`src/rtl/acc_seq_pkg.sv`:
```
// Shared accelerator definitions: default widths/depths
// and the sequencer state encoding.
package acc_seq_pkg;

  localparam int BIT_WIDTH_DEF  = 12;
  localparam int BIAS_WIDTH_DEF = 12;
  localparam int CHN_MAX_DEF    = 32;
  localparam int OCH_MAX_DEF    = 16;

  typedef enum logic [1:0] {
    S_IDLE = 2'd0,
    S_RUN  = 2'd1,
    S_CAP  = 2'd2,
    S_DONE = 2'd3
  } state_t;

endpackage

```
`src/rtl/acc_seq_bias_rf.sv`:
```
// Per-output-channel bias table: one synchronous write
// port, one combinational read port, no reset.
module bias_rf
  import acc_seq_pkg::*;
#(
  parameter int DEPTH = OCH_MAX_DEF,
  parameter int WIDTH = BIAS_WIDTH_DEF,
  localparam int AW   = $clog2(DEPTH)
) (
  input  logic                    clk,
  input  logic                    we,
  input  logic [AW-1:0]           waddr,
  input  logic signed [WIDTH-1:0] wdata,
  input  logic [AW-1:0]           raddr,
  output logic signed [WIDTH-1:0] rdata
);

  logic signed [WIDTH-1:0] mem [DEPTH];

  // Write port; contents survive reset
  always_ff @(posedge clk) begin
    if (we) mem[waddr] <= wdata;
  end

  // Read sees the pre-write value in a same-cycle collision
  assign rdata = mem[raddr];

endmodule

```
`src/rtl/acc_seq.sv`:
```
// Accumulator sequencer: counts input beats per output
// channel, steers bias/new_bias, captures saturated results.
module acc_seq
  import acc_seq_pkg::*;
#(
  parameter int BIT_WIDTH  = BIT_WIDTH_DEF,
  parameter int BIAS_WIDTH = BIAS_WIDTH_DEF,
  parameter int CHN_MAX    = CHN_MAX_DEF,
  parameter int OCH_MAX    = OCH_MAX_DEF,
  localparam int CW = $clog2(CHN_MAX + 1),
  localparam int OW = $clog2(OCH_MAX + 1),
  localparam int AW = $clog2(OCH_MAX)
) (
  input  logic                         clk,
  input  logic                         rst_n,
  input  logic                         cfg_start,
  input  logic [CW-1:0]                cfg_num_chn,
  input  logic [OW-1:0]                cfg_num_och,
  output logic                         busy,
  output logic                         done,
  input  logic                         bias_we,
  input  logic [AW-1:0]                bias_addr,
  input  logic signed [BIAS_WIDTH-1:0] bias_wdata,
  input  logic                         x_valid,
  output logic                         x_ready,
  output logic                         acc_in_enable,
  output logic                         acc_new_bias,
  output logic signed [BIAS_WIDTH-1:0] acc_bias,
  input  logic signed [BIT_WIDTH-1:0]  acc_y,
  output logic                         y_valid,
  input  logic                         y_ready,
  output logic signed [BIT_WIDTH-1:0]  y_data,
  output logic [AW-1:0]                y_och
);

  state_t        state;
  logic [CW-1:0] chn_cnt;
  logic [CW-1:0] num_chn;
  logic [AW-1:0] och_cnt;
  logic [OW-1:0] num_och;

  logic last_chn;
  logic last_och;
  logic cap_load;
  logic drain;
  logic cfg_zero;

  assign x_ready       = (state == S_RUN);
  assign acc_in_enable = x_valid & x_ready;
  assign acc_new_bias  = acc_in_enable
                       & (chn_cnt == '0);

  assign last_chn = (chn_cnt == num_chn - CW'(1));
  assign last_och = (OW'(och_cnt)
                  == num_och - OW'(1));
  assign drain    = y_valid & y_ready;
  assign cap_load = (state == S_CAP)
                  & (~y_valid | y_ready);
  assign cfg_zero = (cfg_num_chn == '0)
                  | (cfg_num_och == '0);

  bias_rf #(
    .DEPTH (OCH_MAX),
    .WIDTH (BIAS_WIDTH)
  ) u_bias_rf (
    .clk   (clk),
    .we    (bias_we),
    .waddr (bias_addr),
    .wdata (bias_wdata),
    .raddr (och_cnt),
    .rdata (acc_bias)
  );

  // Job sequencing FSM with registered busy/done
  always_ff @(posedge clk or negedge rst_n) begin
    if (!rst_n) begin
      state   <= S_IDLE;
      chn_cnt <= '0;
      och_cnt <= '0;
      num_chn <= '0;
      num_och <= '0;
      busy    <= 1'b0;
      done    <= 1'b0;
    end else begin
      done <= 1'b0;
      unique case (state)
        S_IDLE: begin
          if (cfg_start) begin
            num_chn <= cfg_num_chn;
            num_och <= cfg_num_och;
            chn_cnt <= '0;
            och_cnt <= '0;
            if (cfg_zero) begin
              state <= S_DONE;
              done  <= 1'b1;
            end else begin
              state <= S_RUN;
              busy  <= 1'b1;
            end
          end
        end
        S_RUN: begin
          if (acc_in_enable) begin
            if (last_chn) begin
              chn_cnt <= '0;
              state   <= S_CAP;
            end else begin
              chn_cnt <= chn_cnt + CW'(1);
            end
          end
        end
        S_CAP: begin
          if (cap_load) begin
            if (last_och) begin
              state <= S_DONE;
              busy  <= 1'b0;
              done  <= 1'b1;
            end else begin
              och_cnt <= och_cnt + AW'(1);
              state   <= S_RUN;
            end
          end
        end
        S_DONE: begin
          state <= S_IDLE;
        end
        default: begin
          state <= S_IDLE;
        end
      endcase
    end
  end

  // Result register: load on capture, clear on drain
  always_ff @(posedge clk or negedge rst_n) begin
    if (!rst_n) begin
      y_valid <= 1'b0;
      y_data  <= '0;
      y_och   <= '0;
    end else if (cap_load) begin
      y_valid <= 1'b1;
      y_data  <= acc_y;
      y_och   <= och_cnt;
    end else if (drain) begin
      y_valid <= 1'b0;
    end
  end

endmodule

```
`config.mk`:
```
export PLATFORM = sky130hd
export DESIGN_NAME = acc_seq
export DESIGN_NICKNAME = d
export VERILOG_FILES = /design/src/rtl/acc_seq_pkg.sv /design/src/rtl/acc_seq_bias_rf.sv /design/src/rtl/acc_seq.sv
export SDC_FILE = /design/constraint.sdc
export NUM_CORES = 1
export LEC_CHECK = 0
export ABC_AREA = 1
export BUFFER_PORTS_ARGS = -buffer_cell sky130_fd_sc_hd__buf_2
export CELL_PAD_IN_SITES_DETAIL_PLACEMENT = 2
export CELL_PAD_IN_SITES_GLOBAL_PLACEMENT = 2
export CORE_ASPECT_RATIO = 1.5
export CORE_UTILIZATION = 40
export CTS_BUF_LIST = sky130_fd_sc_hd__clkbuf_2 sky130_fd_sc_hd__clkbuf_4 sky130_fd_sc_hd__clkbuf_8
export CTS_CLUSTER_SIZE = 12
export DETAILED_ROUTE_END_ITERATION = 10
export PLACE_DENSITY_LB_ADDON = 0.08
export SLEW_MARGIN = 20
export SYNTH_ARGS = -nofsm -noshare
export SYNTH_HDL_FRONTEND = slang
export SYNTH_HIERARCHICAL = 1
export SYNTH_SLANG_ARGS = --single-unit
```
`constraint.sdc`:
```
create_clock -name clk -period 1.6 [get_ports clk]
set_input_delay 0.32 -clock clk [delete_from_list [all_inputs] [get_ports clk]]
set_output_delay 0.32 -clock clk [all_outputs]
set_load 0.01 [all_outputs]
```
==> results_dict.tcl <==
set metrics [dict create \
    setup_tns_ns -11.31 \
    ys_seq_elements 234 \
    first_pass_iters 4 \
    p_per_area_nw_per_um2 1221 \
    layout_setup_ws_ns -0.8968 \
    period_share 1.560 \
    vias 8872 \
    gp_congestion 0.7859 \
    synth_edf_count 192 \
    cp.arrival_ns 2.18 \
    clkSinkCount 234 \
    synthTopCellsByCount "nand2_1 (336), edfxtp_1 (192), inv_1 (187)" \
    fillers 2592 \
    die_h_um 201.6 \
    violations "negative setup slack" \
    ios 79 \
    syn_nets 1121 \
    antenna_left 0 \
    yosys.cell_types.count 32 \
    drc 0 \
    wire_per_inst_um 27.26 \
    maxSlewHeadroom 0.5359 \
    fin_crit_ns 2.497 \
    rsz0062_at_grt "yes" \
    maxSlewViolCount 0 \
    critPathRequiredTime_ns 1.28 \
    status "finished with violations" \
    post-place-ws_ns -0.2577 \
    tritoncts "yes" \
    p_leak_uw 0.006405 \
    cts_max_level 2 \
    path_class "reg -> out" \
    clock_skew_ns 0.01320 \
    dpl.hpwl_um 24090 \
    register_area_um2 6823 \
    synth_top_cell_area_share 0.5427 \
    worst_pin_slew_ns 0.6962 \
    clock.fmax_mhz 400.5 \
    totalWireLength_um 44760 \
    netlist_instances 1071 \
    worst_skew_pair.late_latency_ns 0.56 \
    cts_root_buf "clkbuf_8" \
    synthFlopType "edfxtp_1" \
    viasPerCell 5.403 \
    die_w_um 135.1 \
    num_rows 72 \
    final_hold_viol_count 0 \
    core-area_um2 25940 \
    port_buffers 78 \
    area_growth_pct 32.03 \
    p_total_uw 17130 \
    grt_overflow 0 \
    start_util 0.4095 \
    yosys-top-cells-area "edfxtp_1 (54%), nand2_1 (12%), dfrtp_1 (9.9%), nand3_1 (7.7%), inv_1 (6.6%)" \
    multiInputGateArea_um2 3348 \
    dieArea_um2 27230 \
    cts_buffer_depth 3 \
    max-cap-violations 0 \
    grt_pass1_wl_um 61580 \
    grt_max_degree 28 \
    cp-end-kind "primary output" \
    r2r_cells 10 \
    postSynthAreaPerCell_um2 9.920 \
    drtIter0Drc 490 \
    startpoint_type "register" \
    setup_viol_count_final 27 \
    grtUsageTotal 0.3117 \
    drive_gt1_frac 0.3140 \
    dpl_cell_area_um2 12110 \
    crit_fanout 12 \
    cts_buffers 40 \
    antenna_found_initial 1 \
    synth.cell_area_um2 10620 \
    antenna_cells 0 \
    holdWs_ns 0.05415 \
    async_flop_share 0.1795 \
    holdPathStages 3 \
    nNetsFinal 1334 \
    ys_seq_area_frac 0.6416 \
    ir_drop_uv 837.0 \
    yosysWarnings 6 \
    final_area_um2 14030 \
    synth_top_area_cell "edfxtp_1" \
    grt_pass1_vias 10130 \
    yosys.cell_count.top_type "nand2_1" \
    clk_transition_reported_paths_ns 0.06 \
    hp-class "in -> reg" \
]
## routing by layer
| metal | GRT usage | up-vias | part of all wire |
|---|---|---|---|
| met3 | 0.05392 | 115 | 0.039 |
| met4 | 0.1348 | 2 | 0.043 |
| li1 | - | 3864 | - |
| met2 | 0.5862 | 266 | 0.55 |
| met5 | 0 | - | 0.00027 |
| met1 | 0.3352 | 4625 | 0.36 |
## final timing paths
check | start | endpoint | slack (ns)
worst max-delay path | och_cnt[0] | acc_bias[7] | -0.90
worst min-delay path | cfg_num_chn[4] | num_chn[4] | 0.05
worst max register to register | num_och[0] | och_cnt[0] | -0.13
worst min register to register | busy | busy | 0.49
max in group asynchronous | rst_n | y_data[1] | 0.70
min in group asynchronous | rst_n | chn_cnt[4] | 0.33
## power by group
part,total (uW),internal [uW],switching [uW],leakage [uW]
registers,7330,7020,318,0.00228
logic,4320,1770,2550,0.00373
clock network,5480,2750,2730,0.000398
## state kept, by name (all words and copies together) (netlist names)
signal         cells
busy               1
y_och              4
chn_cnt            6
u_bias_rf/mem    192
y_data            12
num_chn            6
num_och            5
och_cnt            4
state              2
y_valid            1
done               1
## repair_timing
| action | in CTS | in global routing |
|---|---|---|
| hold endpoints to repair | 41 | 0 |
| hold buffers | 18 | 0 |
| setup buffers | 13 | 9 |
| pin swaps | 26 | 24 |
| setup endpoints to repair | 29 | 47 |
| cloned | 6 | 1 |
| resized for setup | 84 | 88 |
## cells by family (layout without fill, tap and decap cells)
family / Yosys count / count (layout) / share of synthesized area
AND/OR/NAND/NOR: 552 / 552 / 0.2236
XOR/XNOR: 6 / 6 / 0.004946
buffers and inverters: 232 / 470 / 0.09104
adder cells (fa/ha/maj): 5 / 5 / 0.005889
AO/OA/AOI/OAI: 29 / 29 / 0.01449
flip-flops: 234 / 234 / 0.6416
multiplexers: 13 / 13 / 0.01837
## area by class of cell
type                       instances  area share
inverter                         191     0.05191
timing repair buffer             212      0.1408
multi-input combinational        605      0.2387
clock buffer                      56     0.04870
tap                              333     0.02970
sequential                       234      0.4864
clock inverter                    11    0.003746
## stage by stage
step	util	cells
floorplan	-	1071
global placement	0.4668	1531
detailed placement	0.4668	1531
CTS	0.5249	1634
global route	0.5407	1642
finish	0.5407	1642
## worst max-delay path, stage by stage, from the launching register on
cell and delay, ns:
dfrtp_4 0.54, inv_8 0.12, buf_12 0.15, buf_12 0.14, nand2_2 0.05, nand2_1 0.10, nand2_1 0.10, nand3_2 0.12
nand3_2 0.11, nand2_2 0.10, buf_6 0.10
## cells in the final DEF (no fill, tap or decap), drive strengths merged
cell,n
nand2,345
buf,193
edfxtp,192
inv,189
nand3,164
clkbuf,57
dfrtp,42
nor2,30
o21ai,21
dlygate4sd3,18
mux2,13
clkinv,12
a21oi,7
xor2,6
ha,5
nor3,4
nand4,3
or2,3
nand3b,2
nor4,1
clkinvlp,1
o22ai,1
Note: power is estimated with default switching activity, not from simulation.
